`config.mk`:
```
export PLATFORM = sky130hd
export DESIGN_NAME = md_unit_flat
export DESIGN_NICKNAME = d
export VERILOG_FILES = /design/src/rtl/md_pkg.sv /design/src/rtl/md_unit_if.sv /design/src/rtl/md_div.sv /design/src/rtl/md_unit.sv /design/src/flat_wrapper.sv
export SDC_FILE = /design/constraint.sdc
export NUM_CORES = 2
export LEC_CHECK = 0
export ABC_AREA = 1
export CORE_UTILIZATION = 65
export CTS_CLUSTER_DIAMETER = 40
export DETAILED_ROUTE_END_ITERATION = 16
export PLACE_DENSITY_LB_ADDON = 0.15
export SLEW_MARGIN = 30
export SYNTH_ARGS = -nofsm -noshare
export SYNTH_HDL_FRONTEND = slang
export SYNTH_SLANG_ARGS = --single-unit
```
`constraint.sdc`:
```
create_clock -name clk -period 2.47 [get_ports clk]
set_input_delay 0.494 -clock clk [delete_from_list [all_inputs] [get_ports clk]]
set_output_delay 0.494 -clock clk [all_outputs]
set_load 0.02 [all_outputs]
```
`src/rtl/md_pkg.sv`:
```
// Shared definitions for the multiply/divide unit: op encodings, default
// cycle counts, the HI/LO pair payload and the 32x32->64 product helper.
package md_pkg;

  localparam int unsigned MD_XLEN = 32;
  localparam int unsigned MD_OP_W = 3;

  localparam logic [MD_OP_W-1:0] MD_MULT  = 3'd0;
  localparam logic [MD_OP_W-1:0] MD_MULTU = 3'd1;
  localparam logic [MD_OP_W-1:0] MD_DIV   = 3'd2;
  localparam logic [MD_OP_W-1:0] MD_DIVU  = 3'd3;
  localparam logic [MD_OP_W-1:0] MD_MTHI  = 3'd4;
  localparam logic [MD_OP_W-1:0] MD_MTLO  = 3'd5;

  localparam int unsigned MD_MULT_CYCLES_DEF = 5;
  localparam int unsigned MD_DIV_CYCLES_DEF  = 10;

  // HI/LO register pair
  typedef struct packed {
    logic [MD_XLEN-1:0] hi;
    logic [MD_XLEN-1:0] lo;
  } md_pair_t;

  // Full 64-bit product; sign-extending to 64 bits makes the truncated
  // unsigned product equal to the signed product.
  function automatic md_pair_t md_mul(input logic [MD_XLEN-1:0] a,
                                      input logic [MD_XLEN-1:0] b,
                                      input logic               is_signed);
    logic [2*MD_XLEN-1:0] ax;
    logic [2*MD_XLEN-1:0] bx;
    logic [2*MD_XLEN-1:0] p;
    ax = {{MD_XLEN{is_signed & a[MD_XLEN-1]}}, a};
    bx = {{MD_XLEN{is_signed & b[MD_XLEN-1]}}, b};
    p  = ax * bx;
    return '{hi: p[2*MD_XLEN-1:MD_XLEN], lo: p[MD_XLEN-1:0]};
  endfunction

endpackage

```
`src/rtl/md_unit_if.sv`:
```
// Request/response bundle between the E stage and the multiply/divide unit.
//   start/op/rs/rt : request, sampled on the rising clock edge
//   busy           : operation in progress
//   hi/lo          : committed HI and LO registers
interface md_unit_if;

  logic                            start;
  logic [md_pkg::MD_OP_W-1:0]      op;
  logic [md_pkg::MD_XLEN-1:0]      rs;
  logic [md_pkg::MD_XLEN-1:0]      rt;
  logic                            busy;
  logic [md_pkg::MD_XLEN-1:0]      hi;
  logic [md_pkg::MD_XLEN-1:0]      lo;

  modport master (output start, op, rs, rt, input busy, hi, lo);
  modport slave  (input start, op, rs, rt, output busy, hi, lo);

endinterface

```
`src/rtl/md_div.sv`:
```
// Combinational 32-bit divider, signed or unsigned.
//   dividend, divisor : operands
//   is_signed         : 1 = signed (quotient toward zero, remainder takes
//                       dividend sign), 0 = unsigned
//   quot_c, rem_c     : quotient and remainder
//   div0_c            : divisor is zero (quotient/remainder meaningless)
module md_div
  import md_pkg::*;
(
  input  logic [MD_XLEN-1:0] dividend,
  input  logic [MD_XLEN-1:0] divisor,
  input  logic               is_signed,
  output logic [MD_XLEN-1:0] quot_c,
  output logic [MD_XLEN-1:0] rem_c,
  output logic               div0_c
);

  logic               neg_a;
  logic               neg_b;
  logic [MD_XLEN-1:0] mag_a;
  logic [MD_XLEN-1:0] mag_b;
  logic [MD_XLEN-1:0] mag_b_safe;
  logic [MD_XLEN-1:0] q_u;
  logic [MD_XLEN-1:0] r_u;

  // Divide magnitudes unsigned, then restore signs; this keeps
  // 0x80000000 / -1 well defined (wraps to 0x80000000, remainder 0).
  always_comb begin
    neg_a      = is_signed & dividend[MD_XLEN-1];
    neg_b      = is_signed & divisor[MD_XLEN-1];
    mag_a      = neg_a ? (MD_XLEN'(0) - dividend) : dividend;
    mag_b      = neg_b ? (MD_XLEN'(0) - divisor) : divisor;
    div0_c     = (divisor == '0);
    mag_b_safe = div0_c ? MD_XLEN'(1) : mag_b;
    q_u        = mag_a / mag_b_safe;
    r_u        = mag_a % mag_b_safe;
    quot_c     = (neg_a ^ neg_b) ? (MD_XLEN'(0) - q_u) : q_u;
    rem_c      = neg_a ? (MD_XLEN'(0) - r_u) : r_u;
  end

endmodule

```
`src/rtl/md_unit.sv`:
```
// Multi-cycle multiply/divide unit holding the HI/LO registers.
// Ports:
//   clk   : clock, rising edge
//   reset : asynchronous, active-low
//   bus   : md_unit_if slave (start/op/rs/rt in, busy/hi/lo out)
// Results are latched into pending registers at acceptance and committed
// to hi/lo only on the edge ending the last busy cycle.
// Build option: define MD_UNIT_DIV_EN to implement DIV/DIVU; otherwise
// they behave as no-ops and no divider is built.
module md_unit
  import md_pkg::*;
#(
  parameter int unsigned MULT_CYCLES = MD_MULT_CYCLES_DEF,
  parameter int unsigned DIV_CYCLES  = MD_DIV_CYCLES_DEF
) (
  input  logic      clk,
  input  logic      reset,
  md_unit_if.slave  bus
);

  localparam int unsigned MAX_CYCLES = (MULT_CYCLES > DIV_CYCLES) ? MULT_CYCLES : DIV_CYCLES;
  localparam int unsigned CNT_W      = $clog2(MAX_CYCLES + 1);

  localparam logic [0:0] ST_IDLE = 1'b0;
  localparam logic [0:0] ST_RUN  = 1'b1;

  logic [0:0]         state_q, state_d;
  logic [CNT_W-1:0]   cnt_q, cnt_d;
  logic               busy_q, busy_d;
  logic               commit_q, commit_d;
  md_pair_t           pend_q, pend_d;
  logic [MD_XLEN-1:0] hi_q, hi_d;
  logic [MD_XLEN-1:0] lo_q, lo_d;
  md_pair_t           prod;

  assign prod = md_mul(bus.rs, bus.rt, ~bus.op[0]);

`ifdef MD_UNIT_DIV_EN
  logic [MD_XLEN-1:0] div_quot;
  logic [MD_XLEN-1:0] div_rem;
  logic               div_zero;

  md_div u_div (
    .dividend  (bus.rs),
    .divisor   (bus.rt),
    .is_signed (~bus.op[0]),
    .quot_c    (div_quot),
    .rem_c     (div_rem),
    .div0_c    (div_zero)
  );
`endif

  // Next-state: accept only in IDLE, count down in RUN, commit at the end
  always_comb begin
    state_d  = state_q;
    cnt_d    = cnt_q;
    commit_d = commit_q;
    pend_d   = pend_q;
    hi_d     = hi_q;
    lo_d     = lo_q;

    case (state_q)
      ST_IDLE: begin
        if (bus.start) begin
          case (bus.op)
            MD_MULT, MD_MULTU: begin
              pend_d   = prod;
              commit_d = 1'b1;
              cnt_d    = CNT_W'(MULT_CYCLES);
              state_d  = ST_RUN;
            end
`ifdef MD_UNIT_DIV_EN
            MD_DIV, MD_DIVU: begin
              pend_d   = '{hi: div_rem, lo: div_quot};
              // divide by zero still occupies the unit but never commits
              commit_d = ~div_zero;
              cnt_d    = CNT_W'(DIV_CYCLES);
              state_d  = ST_RUN;
            end
`endif
            MD_MTHI: hi_d = bus.rs;
            MD_MTLO: lo_d = bus.rs;
            default: ;
          endcase
        end
      end
      ST_RUN: begin
        if (cnt_q <= CNT_W'(1)) begin
          state_d  = ST_IDLE;
          cnt_d    = '0;
          commit_d = 1'b0;
          if (commit_q) begin
            hi_d = pend_q.hi;
            lo_d = pend_q.lo;
          end
        end else begin
          cnt_d = cnt_q - CNT_W'(1);
        end
      end
      default: begin
        state_d = ST_IDLE;
        cnt_d   = '0;
      end
    endcase

    busy_d = (state_d == ST_RUN);
  end

  always_ff @(posedge clk or negedge reset) begin
    if (!reset) begin
      state_q  <= ST_IDLE;
      cnt_q    <= '0;
      busy_q   <= 1'b0;
      commit_q <= 1'b0;
      pend_q   <= '0;
      hi_q     <= '0;
      lo_q     <= '0;
    end else begin
      state_q  <= state_d;
      cnt_q    <= cnt_d;
      busy_q   <= busy_d;
      commit_q <= commit_d;
      pend_q   <= pend_d;
      hi_q     <= hi_d;
      lo_q     <= lo_d;
    end
  end

  assign bus.busy = busy_q;
  assign bus.hi   = hi_q;
  assign bus.lo   = lo_q;

endmodule

```
`src/flat_wrapper.sv`:
```
// flat-port wrapper written by rule: the top's interface ports become plain ports
module md_unit_flat import md_pkg::*;
#(
  parameter int unsigned MULT_CYCLES = MD_MULT_CYCLES_DEF,
  parameter int unsigned DIV_CYCLES  = MD_DIV_CYCLES_DEF
)
  (clk, reset, bus_start, bus_op, bus_rs, bus_rt, bus_busy, bus_hi, bus_lo);
  md_unit_if bus_i ();
  input  logic clk;
  input  logic reset;
  input wire logic [$bits(bus_i.start)-1:0] bus_start;
  input wire logic [$bits(bus_i.op)-1:0] bus_op;
  input wire logic [$bits(bus_i.rs)-1:0] bus_rs;
  input wire logic [$bits(bus_i.rt)-1:0] bus_rt;
  output wire logic [$bits(bus_i.busy)-1:0] bus_busy;
  output wire logic [$bits(bus_i.hi)-1:0] bus_hi;
  output wire logic [$bits(bus_i.lo)-1:0] bus_lo;
  assign bus_i.start = bus_start;
  assign bus_i.op = bus_op;
  assign bus_i.rs = bus_rs;
  assign bus_i.rt = bus_rt;
  assign bus_busy = bus_i.busy;
  assign bus_hi = bus_i.hi;
  assign bus_lo = bus_i.lo;
  md_unit #(.MULT_CYCLES(MULT_CYCLES), .DIV_CYCLES(DIV_CYCLES)) u_core (.clk(clk), .reset(reset), .bus(bus_i));
endmodule
```
==> results.md, run 1 <==
* Status: aborted with a tool error
* Halt Stage: global routing (5_1_grt)
* Error Message: [ERROR GRT-0232] Routing congestion too high. Check the congestion heatmap in the GUI.
* #FFs+latches synth at 134
* Synth cell types at 36
* Mapped Cells at 5597
* DP Area at 53540 um2
* YS warnings at 0
* CTS Root Cell: clkbuf_16
* CTS buffer count at 17
* Die Width at 265.3 um
* CTS H-tree lvls at 4
* Initial core utilization at 65.70%
* Syn Area/Cell at 8.051 um2
* Worst-path end type: sequential cell input
* Worst_ep grt: u_core.pend_q[60]$_DFFE_PN0P_/D
* Clk sinks at ~130
* Die extent in y at 265.3 um
* CTS Hold Bufs at 0
* Max Root-Sink Buffers at 2
* DPL Wire Length at 123300 um
* Ports at 135
* Register area share after synthesis at 7.442%
* Pre-CTS WS at -5.365 ns
* Number of synthesized flops with an enable pin at 0
* Syn Nets at 7006
* Grt ovf at 118
* Input/output buffers at 134
* Async set or reset register ratio after synthesis at between 90% and 100%
* Mapped cell area at 45060 um2
* Predominant post-synthesis flop cell: dfrtp_1
* Placer Congestion at 1.030
* Cell Rows at 96
* Largest net degree at the start of global routing at 83
* Total GRT Usage at 76.71%
[synthesized netlist by cell type (all sizes together), types with 25 or more instances]
master	n	area share, %
dfrtp	134	7.4
nor2	244	2.0
nand2	1567	13
o21ai	74	0.85
a31oi	64	0.89
nand3	114	1.3
ha	214	5.9
fa	1125	50
a21oi	86	1.0
inv	1587	13
clkbuf	249	2.1
xnor2	25	0.49
[metrics by stage]
stage                     cells  hold slack (ns)
after CTS                  7303          0.05756
after detailed placement   6989           0.4653
after global placement     6989           0.4653
after floorplan            5597           0.1984
[layer usage]
| metal | overflow | GRT usage [%] |
|---|---|---|
| met1 | 4 | 76.57 |
| met3 | 4 | 62.03 |
| met2 | 61 | 92.71 |
| met4 | 49 | 72.41 |
| met5 | 0 | 50.38 |
[repair_timing]
| action | CTS |
|---|---|
| endpoints found under the setup margin | 61 |
| gates resized for setup | 1102 |
| pin swaps | 448 |
| buffers inserted | 265 |
| gates cloned | 28 |
[cell families after synthesis]
group | Yosys count | share of synthesized area (%)
fa+ha+maj | 1339 | 55.92
buf+inv | 1856 | 15.59
xor+xnor | 31 | 0.6025
flops | 134 | 7.442
simple gates | 1992 | 17.33
compound gates | 245 | 3.107
==> inputs of run 2 (changes only) <==
Settings changed: CORE_UTILIZATION 65 to 40, CTS_CLUSTER_DIAMETER 40 to unset.
==> run 2 against run 1 <==
Synthesized area unchanged. The flow now finishes, with violations (setup timing). Synthesized cell count unchanged.
==> results.md, run 2 <==
* Wire length per cell at 20.12 um
* Die area at 114000 um2
* Fin. Hold Viols at 0
* Critical Path Fanout Max at 15
* Final period util at 272.0%
* Number of synthesized flops with an enable pin at 0 (unchanged)
* Largest net degree at the start of global routing at 83
* CP max stage cell: fa_2
* Pre-CTS WS at -5.419 ns (was -5.365 ns)
* Worst skew pair latency at between 0.4 and 0.5 ns
* Crit Path Class: input port to flip-flop
* Antenna viol nets, final at 0
* Path depth of the worst reg2reg path at 11
* Cell Rows at 122 (was 96)
* Most common cell after layout, fill and taps aside: inv_1
* Placer Congestion at 0.9500 (was 1.030)
* Clk_skew at about 0.0091 ns
* Synth area leader: fa_1 (unchanged)
* Max Root-Sink Buffers at 2 (unchanged)
* Max reg flops at 64
* Synth cell types at 36 (unchanged)
* Layout cells sized above 1 at 28.21%
* Ports at 135 (unchanged)
* Synth top cells by count: inv_1, nand2_1, fa_1 (unchanged)
* Grt ovf at 0
* Syn Nets at 7006 (unchanged)
* Syn Area/Cell at 8.051 um2 (unchanged)
* Via density at 4.875
* Post-layout min period at 6.718 ns
* First-pass GRT wire length at ~250000 um
* Failing checks: setup timing
* Mapped Cells at 5597 (unchanged)
* DR DRC count at 0
* RR Startpoint: u_core.cnt_q[0]
* Initial core utilization at 40.55% (was 65.70%)
* Synthesis-to-finish area growth at 35.07%
* Die extent in y at 337.6 um (was 265.3 um)
* Detailed Route Iter0 Violations at 2271
* TritonCTS clock tree: yes
* Largest cells by area after synthesis: fa_1, inv_1, nand2_1 (unchanged)
* Fmax at 148.8 MHz
* CP Capture Type: flip-flop
* Nets at roughly 7700
* Critical Path RT at 2.84 ns
* Vias at 38050
* Max-cap violation count at 0
* Core area at 111100 um2
* Clk sinks at 134 (unchanged)
* Crit path arrival time at 7.09 ns
* Async set or reset register ratio after synthesis at 100.0% (unchanged)
* CP Launch Point: bus_rs[31]
* Final setup margin at -4.248 ns
* Antenna violations before repair at 3
* Detailed Routing Iterations Pass 1 at 6
* CTS buffer count at 17 (unchanged)
* Worst path most repeated cell: fa_1
* Total GRT Usage at 28.85%
* Mapped cell area at 45060 um2 (unchanged)
* YS warnings at 0 (unchanged)
* DPL Wire Length at 126600 um (was 123300 um)
* Setup slack, reg-to-reg at 0.52 ns
* #FFs+latches synth at 134 (unchanged)
* Reg2reg end: u_core.bus.hi[8]
* CTS Root Cell: clkbuf_16 (unchanged)
* Predominant post-synthesis flop cell: dfrtp_1 (unchanged)
* Routed wire length at 157000 um
* Vias in the first global route at 40910
* Area share of the largest cell type after synthesis at 49.98% (unchanged)
* Final setup vio count at 60
* Die Width at 337.6 um (was 265.3 um)
* CTS H-tree lvls at 4 (unchanged)
* CP Launch Type: input port
* Crit-path max cell delay at between 0.6 and 0.7 ns
* Register area share after synthesis at 7.442% (unchanged)
* Most frequent cells in the layout: inv_1, nand2_1, fa_1
* Reg area at 3354 um2
* Area of the multi-input gates at 38980 um2
* Status: finished with violations (was aborted with a tool error)
* CTS clock-pin slew for the worst setup and hold paths at ~0.06 ns
* Input/output buffers at 134 (unchanged)
* Most instantiated library cell after synthesis: inv_1 (unchanged)
* Worst min path class: input port to asynchronous set/reset pin
* Slew margin rel. at 39.12%
* RSZ-0062 raised after global routing: yes
* Slew @ Worst Pin at 0.9132 ns
* Fin. max-slew vios at 0
* Register with the most flip-flops: u_core.pend_q
* Fill cells at 10370
## run 2: worst max path at each step
stage,to,slack (ns),depth (start not counted)
after global routing,u_core.pend_q[60],-4.49,29
after floorplan,u_core.pend_q[61],-4.41,30
after CTS,u_core.pend_q[60],-4.30,32
final,u_core.pend_q[60],-4.25,31
after global placement,u_core.pend_q[60],-5.41,28
after detailed placement,u_core.pend_q[60],-5.42,28
## run 2: through the flow
| step | area [um2] | std cells | TNS [ns] | util (%) | hold WS [ns] |
|---|---|---|---|---|---|
| 6_report | 60860 | 7804 | -225.34 | 54.77 | 0.005908 |
| 4_1_cts | 59780 | 7763 | -227.81 | 53.79 | 0.02467 |
| 3_3_place_gp | 54020 | 7549 | -286.68 | 48.61 | 0.4664 |
| 2_1_floorplan | 47690 | 5597 | -214.56 | - | 0.1984 |
| 3_5_place_dp | 54020 | 7549 | -286.88 | 48.61 | 0.4659 |
| 5_1_grt | 60860 | 7802 | -236.71 | 54.76 | 0.05142 |
## run 2: logic make-up (layout without fill, tap and decap cells)
kind of cell / Yosys count / in the layout / share of synthesized area, %
adder cells (fa/ha/maj): 1339 / 1339 / 55.92
buffers and inverters: 1856 / 2573 / 15.59
other: 0 / 2 / 0
AO/OA/AOI/OAI: 245 / 245 / 3.107
flip-flops: 134 / 134 / 7.442
AND/OR/NAND/NOR: 1992 / 1992 / 17.33
XOR/XNOR: 31 / 31 / 0.6025
## run 2: worst max-delay path, delay by kind of cell
family | cells | cell delay [ns]
fa+ha+maj | 9 | 4.52
compound gates | 3 | 0.41
buf+inv | 10 | 1.02
simple gates | 9 | 0.65
## run 2: area by class of cell
| type | instances | area share (%) |
|---|---|---|
| diodes | 2 | 0.008223 |
| clock buffers | 21 | 0.7565 |
| clock inverters | 11 | 0.2056 |
| inverters | 1587 | 9.831 |
| multi-input cells | 3607 | 64.05 |
| flip-flops and latches | 134 | 5.512 |
| well taps | 1488 | 3.059 |
| repair buffers | 954 | 16.58 |
## run 2: repair_timing
| item | CTS | global route |
|---|---|---|
| endpoints found under the setup margin | 61 | 61 |
| hold buffers | 0 | 0 |
| cloned | 27 | 2 |
| resized for setup | 1025 | 249 |
| pin swaps | 395 | 218 |
| buffers inserted | 164 | 47 |
## run 2: layer usage
layer	vias to the layer above	part of all wire, %	global-route usage, %
li1	17190	-	-
met1	19760	42	39.25
met2	946	49	48.82
met3	152	5.8	3.183
met4	0	3.1	7.683
met5	-	0	0
Power of run 2 is not shown: default switching activity piles up to over one toggle a cycle in this logic, so the estimate is an artifact.
